### src/rtl/alu_muldiv_unit.sv
// EX-stage ALU: registered single-cycle logic/arith/compare ops plus iterative
// shift-add multiply and restoring divide writing the architectural HI/LO pair.
module alu_muldiv_unit #(
    parameter int WIDTH = 32,
    parameter int CNT_W = $clog2(WIDTH) + 1
) (
    input  logic             clk,
    input  logic             rst,
    input  logic             in_valid,
    output logic             in_ready,
    input  logic [3:0]       alu_op,
    input  logic [WIDTH-1:0] A,
    input  logic [WIDTH-1:0] B,
    output logic             out_valid,
    output logic [WIDTH-1:0] alu_out,
    output logic             carry_out,
    output logic             overflow,
    output logic             zero,
    output logic [WIDTH-1:0] hi_out,
    output logic [WIDTH-1:0] lo_out
);

    localparam logic [3:0] OP_AND  = 4'b0000;
    localparam logic [3:0] OP_OR   = 4'b0001;
    localparam logic [3:0] OP_ADD  = 4'b0010;
    localparam logic [3:0] OP_SUB  = 4'b0110;
    localparam logic [3:0] OP_SLT  = 4'b0111;
    localparam logic [3:0] OP_SLTU = 4'b1000;
    localparam logic [3:0] OP_MULT = 4'b1001;
    localparam logic [3:0] OP_MULTU= 4'b1010;
    localparam logic [3:0] OP_DIV  = 4'b1011;
    localparam logic [3:0] OP_DIVU = 4'b1100;
    localparam logic [3:0] OP_MFHI = 4'b1101;
    localparam logic [3:0] OP_MFLO = 4'b1110;

    typedef enum logic [1:0] {IDLE, BUSY, FIX} state_t;

    state_t state, next_state;

    logic               accept, is_muldiv, signed_op, div_op, sub_op;
    logic [WIDTH-1:0]   b_eff;
    logic [WIDTH:0]     sum_ext;
    logic               add_ovf;
    logic [WIDTH-1:0]   sc_result;
    logic               sc_carry, sc_ovf;
    logic               a_neg, b_neg;
    logic [WIDTH-1:0]   a_mag, b_mag;

    logic [WIDTH-1:0]   acc_hi, acc_lo, m_reg, a_raw;
    logic [CNT_W-1:0]   count;
    logic               is_div, neg_lo, neg_hi, div_zero;

    logic [WIDTH:0]     mul_sum;
    logic [WIDTH:0]     div_shifted;
    logic               div_ge;
    logic [WIDTH-1:0]   div_diff;
    logic [2*WIDTH-1:0] prod_raw, prod_fix;
    logic [WIDTH-1:0]   fix_hi, fix_lo;

    assign accept    = in_valid && in_ready;
    assign is_muldiv = (alu_op == OP_MULT) || (alu_op == OP_MULTU) ||
                       (alu_op == OP_DIV)  || (alu_op == OP_DIVU);
    assign signed_op = (alu_op == OP_MULT) || (alu_op == OP_DIV);
    assign div_op    = (alu_op == OP_DIV)  || (alu_op == OP_DIVU);

    // SUB reuses the adder as A + ~B + 1 so carry_out reads as not-borrow
    assign sub_op  = (alu_op == OP_SUB);
    assign b_eff   = sub_op ? ~B : B;
    assign sum_ext = {1'b0, A} + {1'b0, b_eff} + {{WIDTH{1'b0}}, sub_op};
    assign add_ovf = (A[WIDTH-1] == b_eff[WIDTH-1]) && (sum_ext[WIDTH-1] != A[WIDTH-1]);

    always_comb begin
        sc_result = '0;
        sc_carry  = 1'b0;
        sc_ovf    = 1'b0;
        case (alu_op)
            OP_AND:  sc_result = A & B;
            OP_OR:   sc_result = A | B;
            OP_ADD, OP_SUB: begin
                sc_result = sum_ext[WIDTH-1:0];
                sc_carry  = sum_ext[WIDTH];
                sc_ovf    = add_ovf;
            end
            OP_SLT:  sc_result = {{(WIDTH-1){1'b0}}, ($signed(A) < $signed(B))};
            OP_SLTU: sc_result = {{(WIDTH-1){1'b0}}, (A < B)};
            OP_MFHI: sc_result = hi_out;
            OP_MFLO: sc_result = lo_out;
            default: sc_result = '0;
        endcase
    end

    // Signed mul/div run on magnitudes; signs are reapplied in FIX
    assign a_neg = signed_op && A[WIDTH-1];
    assign b_neg = signed_op && B[WIDTH-1];
    assign a_mag = a_neg ? -A : A;
    assign b_mag = b_neg ? -B : B;

    assign mul_sum     = {1'b0, acc_hi} + {1'b0, m_reg & {WIDTH{acc_lo[0]}}};
    assign div_shifted = {acc_hi, acc_lo[WIDTH-1]};
    assign div_ge      = div_shifted >= {1'b0, m_reg};
    assign div_diff    = div_shifted[WIDTH-1:0] - m_reg;

    assign prod_raw = {acc_hi, acc_lo};
    assign prod_fix = neg_lo ? -prod_raw : prod_raw;

    always_comb begin
        fix_hi = prod_fix[2*WIDTH-1:WIDTH];
        fix_lo = prod_fix[WIDTH-1:0];
        if (is_div) begin
            fix_lo = div_zero ? '1 : (neg_lo ? -acc_lo : acc_lo);
            fix_hi = div_zero ? a_raw : (neg_hi ? -acc_hi : acc_hi);
        end
    end

    always_ff @(posedge clk) begin
        if (rst) state <= IDLE;
        else     state <= next_state;
    end

    always_comb begin
        next_state = state;
        case (state)
            IDLE:    if (in_valid && is_muldiv) next_state = BUSY;
            BUSY:    if (count == CNT_W'(1)) next_state = FIX;
            FIX:     next_state = IDLE;
            default: next_state = IDLE;
        endcase
    end

    always_comb begin
        in_ready = (state == IDLE);
    end

    always_ff @(posedge clk) begin
        if (rst) begin
            out_valid <= 1'b0;
            alu_out   <= '0;
            carry_out <= 1'b0;
            overflow  <= 1'b0;
            zero      <= 1'b1;
            hi_out    <= '0;
            lo_out    <= '0;
            acc_hi    <= '0;
            acc_lo    <= '0;
            m_reg     <= '0;
            a_raw     <= '0;
            count     <= '0;
            is_div    <= 1'b0;
            neg_lo    <= 1'b0;
            neg_hi    <= 1'b0;
            div_zero  <= 1'b0;
        end else begin
            out_valid <= 1'b0;
            case (state)
                IDLE: begin
                    if (accept && is_muldiv) begin
                        acc_hi   <= '0;
                        acc_lo   <= a_mag;
                        m_reg    <= b_mag;
                        a_raw    <= A;
                        count    <= CNT_W'(WIDTH);
                        is_div   <= div_op;
                        neg_lo   <= a_neg ^ b_neg;
                        neg_hi   <= div_op ? a_neg : (a_neg ^ b_neg);
                        div_zero <= div_op && (B == '0);
                    end else if (accept) begin
                        alu_out   <= sc_result;
                        carry_out <= sc_carry;
                        overflow  <= sc_ovf;
                        zero      <= (sc_result == '0);
                        out_valid <= 1'b1;
                    end
                end
                BUSY: begin
                    count <= count - CNT_W'(1);
                    if (is_div) begin
                        acc_hi <= div_ge ? div_diff : div_shifted[WIDTH-1:0];
                        acc_lo <= {acc_lo[WIDTH-2:0], div_ge};
                    end else begin
                        acc_hi <= mul_sum[WIDTH:1];
                        acc_lo <= {mul_sum[0], acc_lo[WIDTH-1:1]};
                    end
                end
                FIX: begin
                    hi_out    <= fix_hi;
                    lo_out    <= fix_lo;
                    alu_out   <= fix_lo;
                    carry_out <= 1'b0;
                    overflow  <= 1'b0;
                    zero      <= (fix_lo == '0);
                    out_valid <= 1'b1;
                end
                default: ;
            endcase
        end
    end

endmodule

### config.mk
export PLATFORM = sky130hd
export DESIGN_NAME = alu_muldiv_unit
export DESIGN_NICKNAME = d
export VERILOG_FILES = /design/src/rtl/alu_muldiv_unit.sv
export SDC_FILE = /design/constraint.sdc
export NUM_CORES = 1
export LEC_CHECK = 0
export CORE_ASPECT_RATIO = 0.75
export CORE_MARGIN = 8
export CORE_UTILIZATION = 42
export CTS_BUF_LIST = sky130_fd_sc_hd__clkbuf_8 sky130_fd_sc_hd__clkbuf_16
export CTS_CLUSTER_DIAMETER = 50
export DETAILED_ROUTE_END_ITERATION = 8
export PLACE_DENSITY = 0.67
export SLEW_MARGIN = 25
export SYNTH_ARGS = -nofsm -noshare
export SYNTH_HDL_FRONTEND = slang
export SYNTH_SLANG_ARGS = --single-unit
### constraint.sdc
create_clock -name clk -period 4.3 [get_ports clk]
set_input_delay 0.43 -clock clk [delete_from_list [all_inputs] [get_ports clk]]
set_output_delay 0.43 -clock clk [all_outputs]
set_load 0.005 [all_outputs]
==> run_results.csv <==
group,metric,value,unit
hold_path,hold_class,"input pin to flip-flop",
synthesis,syn_avg_cell_area,7.35,sq um
sta,setup_viol,0,
global_routing,antenna_found_initial,2,
setup_path,critPathCaptureType,"flip-flop",
setup_path,cp.required,4.81,ns
synthesis,synth_cell_type_count,82,
synthesis,synth_area,21700,sq um
placement,place_congestion,0.983,
setup_path,cpMaxStageDelayCell,"clkdlybuf4s50_1",
routing,dr.pass1.iters,6,
synthesis,yosys_warnings,0,
sta,fin_skew,0.0335,ns
floorplan,core_area,51300,sq um
floorplan,placement_rows,72,
layout,fin_cells,3912,
global_routing,grt_overflow,0,
floorplan,die_w,279,um
clocking,cts.htree.levels,2,
synthesis,synth_ff_type,"dfxtp_1",
global_routing,grt_usage,30.7,%
setup_path,cp_top_family,"compound AO/OA/AOI/OAI gates",
layout,nets,3499,
synthesis,seq_area_frac_synth,22.1,%
clocking,cts-resized-gates,0,
floorplan,start_util,42.3,%
synthesis,async_flop_share,0,%
routing,detail_route.wirelength,94400,um
power,power_per_cell_area,292,nW/um^2
routing,detail-route-antenna-nets,0,
routing,wire_per_inst,24.1,um
floorplan,ios,172,
setup_path,worstPathCellList,"clkdlybuf4s50_1, nand4bb_2, buf_12, xnor2_1, ha_1, a21oi_1, o21ai_0, buf_4, a211oi_1, a21oi_2, o311a_1, or3_1, a31oi_1, buf_4, nand4_1, nor4_1, nand3_1, nand3_1",
clocking,cts_made_buffers,34,
routing,drt_iter0_markers,2629,
floorplan,die_height,213,um
setup_path,worstSetupPathType,"input pin to flip-flop",
layout,final_cell_mix,"376 x nand2_1, 269 x a21oi_1, 257 x nor2_1, 252 x buf_4, 238 x dfxtp_1",
synthesis,synth_top_area_share,22.1,%
synthesis,netlist_top_cells_area,"dfxtp_1 22%, ha_1 12%, xnor2_1 7.6%",
layout,syn2layout_area_growth,23.4,%
placement,dpl_cell_area,25600,sq um
placement,port_buffers,171,
sta,slew_violations,0,
global_routing,grt_pass1_vias,22900,
clocking,cts_sinks,240,
setup_path,start_kind,"input pin",
clocking,cts_tree,"yes",
clocking,post_cts_buffers,0,
sta,final.period_utilization,94.0,%
synthesis,postSynthCellCount,2956,
clocking,cts-root-buf,"clkbuf_16",
layout,final_area,26800,sq um
synthesis,ys_ff_latch,240,
power,ir_drop,0.252,mV
global_routing,grt_pass1_wl,142000,um
layout,layout_commonest_cell,"nand2_1",
setup_path,cp.arrival,4.55,ns
clocking,clk_pin_slew_worst_paths,0.06,ns
placement,dp_hpwl,74700,um
sta,fin_tns_setup,0,ns
sta,worstMarginPinSlew,1.03,ns
routing,route.detailed.drc,0,
floorplan,die_area,59400,sq um
clocking,clockBufferDepth,3,
synthesis,synth_edf_count,0,
clocking,ctsHoldBuffers,0,
clocking,clock_latency,0.58,ns
setup_path,worst-path-buf-inv,4,
power,power_leakage,11.0,nW
synthesis,postSynthNetCount,3235,
job,cap_violations,0,
setup_path,crit_fanout,16,
synthesis,yosysTopAreaCell,"dfxtp_1",
routing,vias,23900,
sta,hold_viol,0,
sta,hold_ws,0.296,ns
sta,slew_headroom,31.6,%
placement,dp.cells,3850,
sta,max_freq,0.247,GHz
status,outcome,"complete, no violations",
layout,nFillCells,5012,
layout,drive_gt1_share,11.5,%
global_routing,grt_max_degree,118,
power,total_power,7.83,mW
layout,diodes,0,
sta,period_minus_slack,4.04,ns
routing,avgViaCountPerCell,6.12,
setup_path,cpPeakStageDelay,0.42,ns
## worst register-to-register path, cell delays in order, from the launching register on
cell and delay [ns]:
dfxtp_1 0.43, or4_4 0.60, or4_4 0.44, or3_4 0.38
or3_4 0.37, or2_4 0.27, o31ai_2 0.22, xor2_1 0.20
nand2_1 0.19, nor4_1 0.36, nand4_1 0.22, nand3_1 0.13
## final timing paths
path,from,to,slack (ns),cells after the start
min reg2reg,a_raw[5],a_raw[5],0.46,2
max,alu_op[3],zero,0.26,18
min,rst,acc_hi[22],0.30,2
max reg2reg,acc_lo[18],zero,0.42,11
## cell type report
class	instances	area [sq um]	area share, %
timing repair buffer	428	3700	13.8
multi-input combinational	2368	15700	58.5
inverter	148	556	2.07
sequential	240	4810	17.9
clock inverter	23	309	1.15
clock buffer	39	920	3.43
tap	666	833	3.11
## layer usage
layer	up-vias	share of wire (%)	GRT usage (%)
met5	-	0.029	0
met4	4	3.3	10.3
met3	153	8.1	4.78
met2	1090	43	48.0
met1	11600	45	42.9
li1	11100	-	-
## per-stage QoR
step | utilization, % | worst slack (ns)
2_1_floorplan | - | 0.148
6_report | 52.3 | 0.257
3_5_place_dp | 49.8 | -0.492
3_3_place_gp | 49.8 | -0.414
5_1_grt | 52.3 | -0.00258
4_1_cts | 52.2 | 0.0884
## cells by family after synthesis
group,share of synthesized area (%)
AOI/OAI and AO/OA,26.7
adders and majority gates,12.1
DFF,22.1
xor gates and xnor gates,10.3
buffers and inverters,6.11
and+or+nand+nor,19.6
muxes,3.11
## report_power, final
group          leakage (nW)  internal (mW)  switching (mW)
registers              1.95           2.31           0.108
logic                  8.43          0.959            1.35
clock network         0.607           1.83            1.27
total                  11.0           5.10            2.73
## cells in the mapped netlist, types with 44 or more instances
master / number
a211oi_1: 110
a21o_1: 48
a21oi_1: 271
a22oi_1: 47
clkbuf_1: 174
dfxtp_1: 240
ha_1: 205
inv_1: 147
mux2i_1: 62
nand2_1: 376
nand3_1: 47
nor2_1: 259
nor3_1: 44
o211ai_1: 73
o21ai_0: 157
xnor2_1: 189
xor2_1: 67
Power figures use the tool's default switching activity.
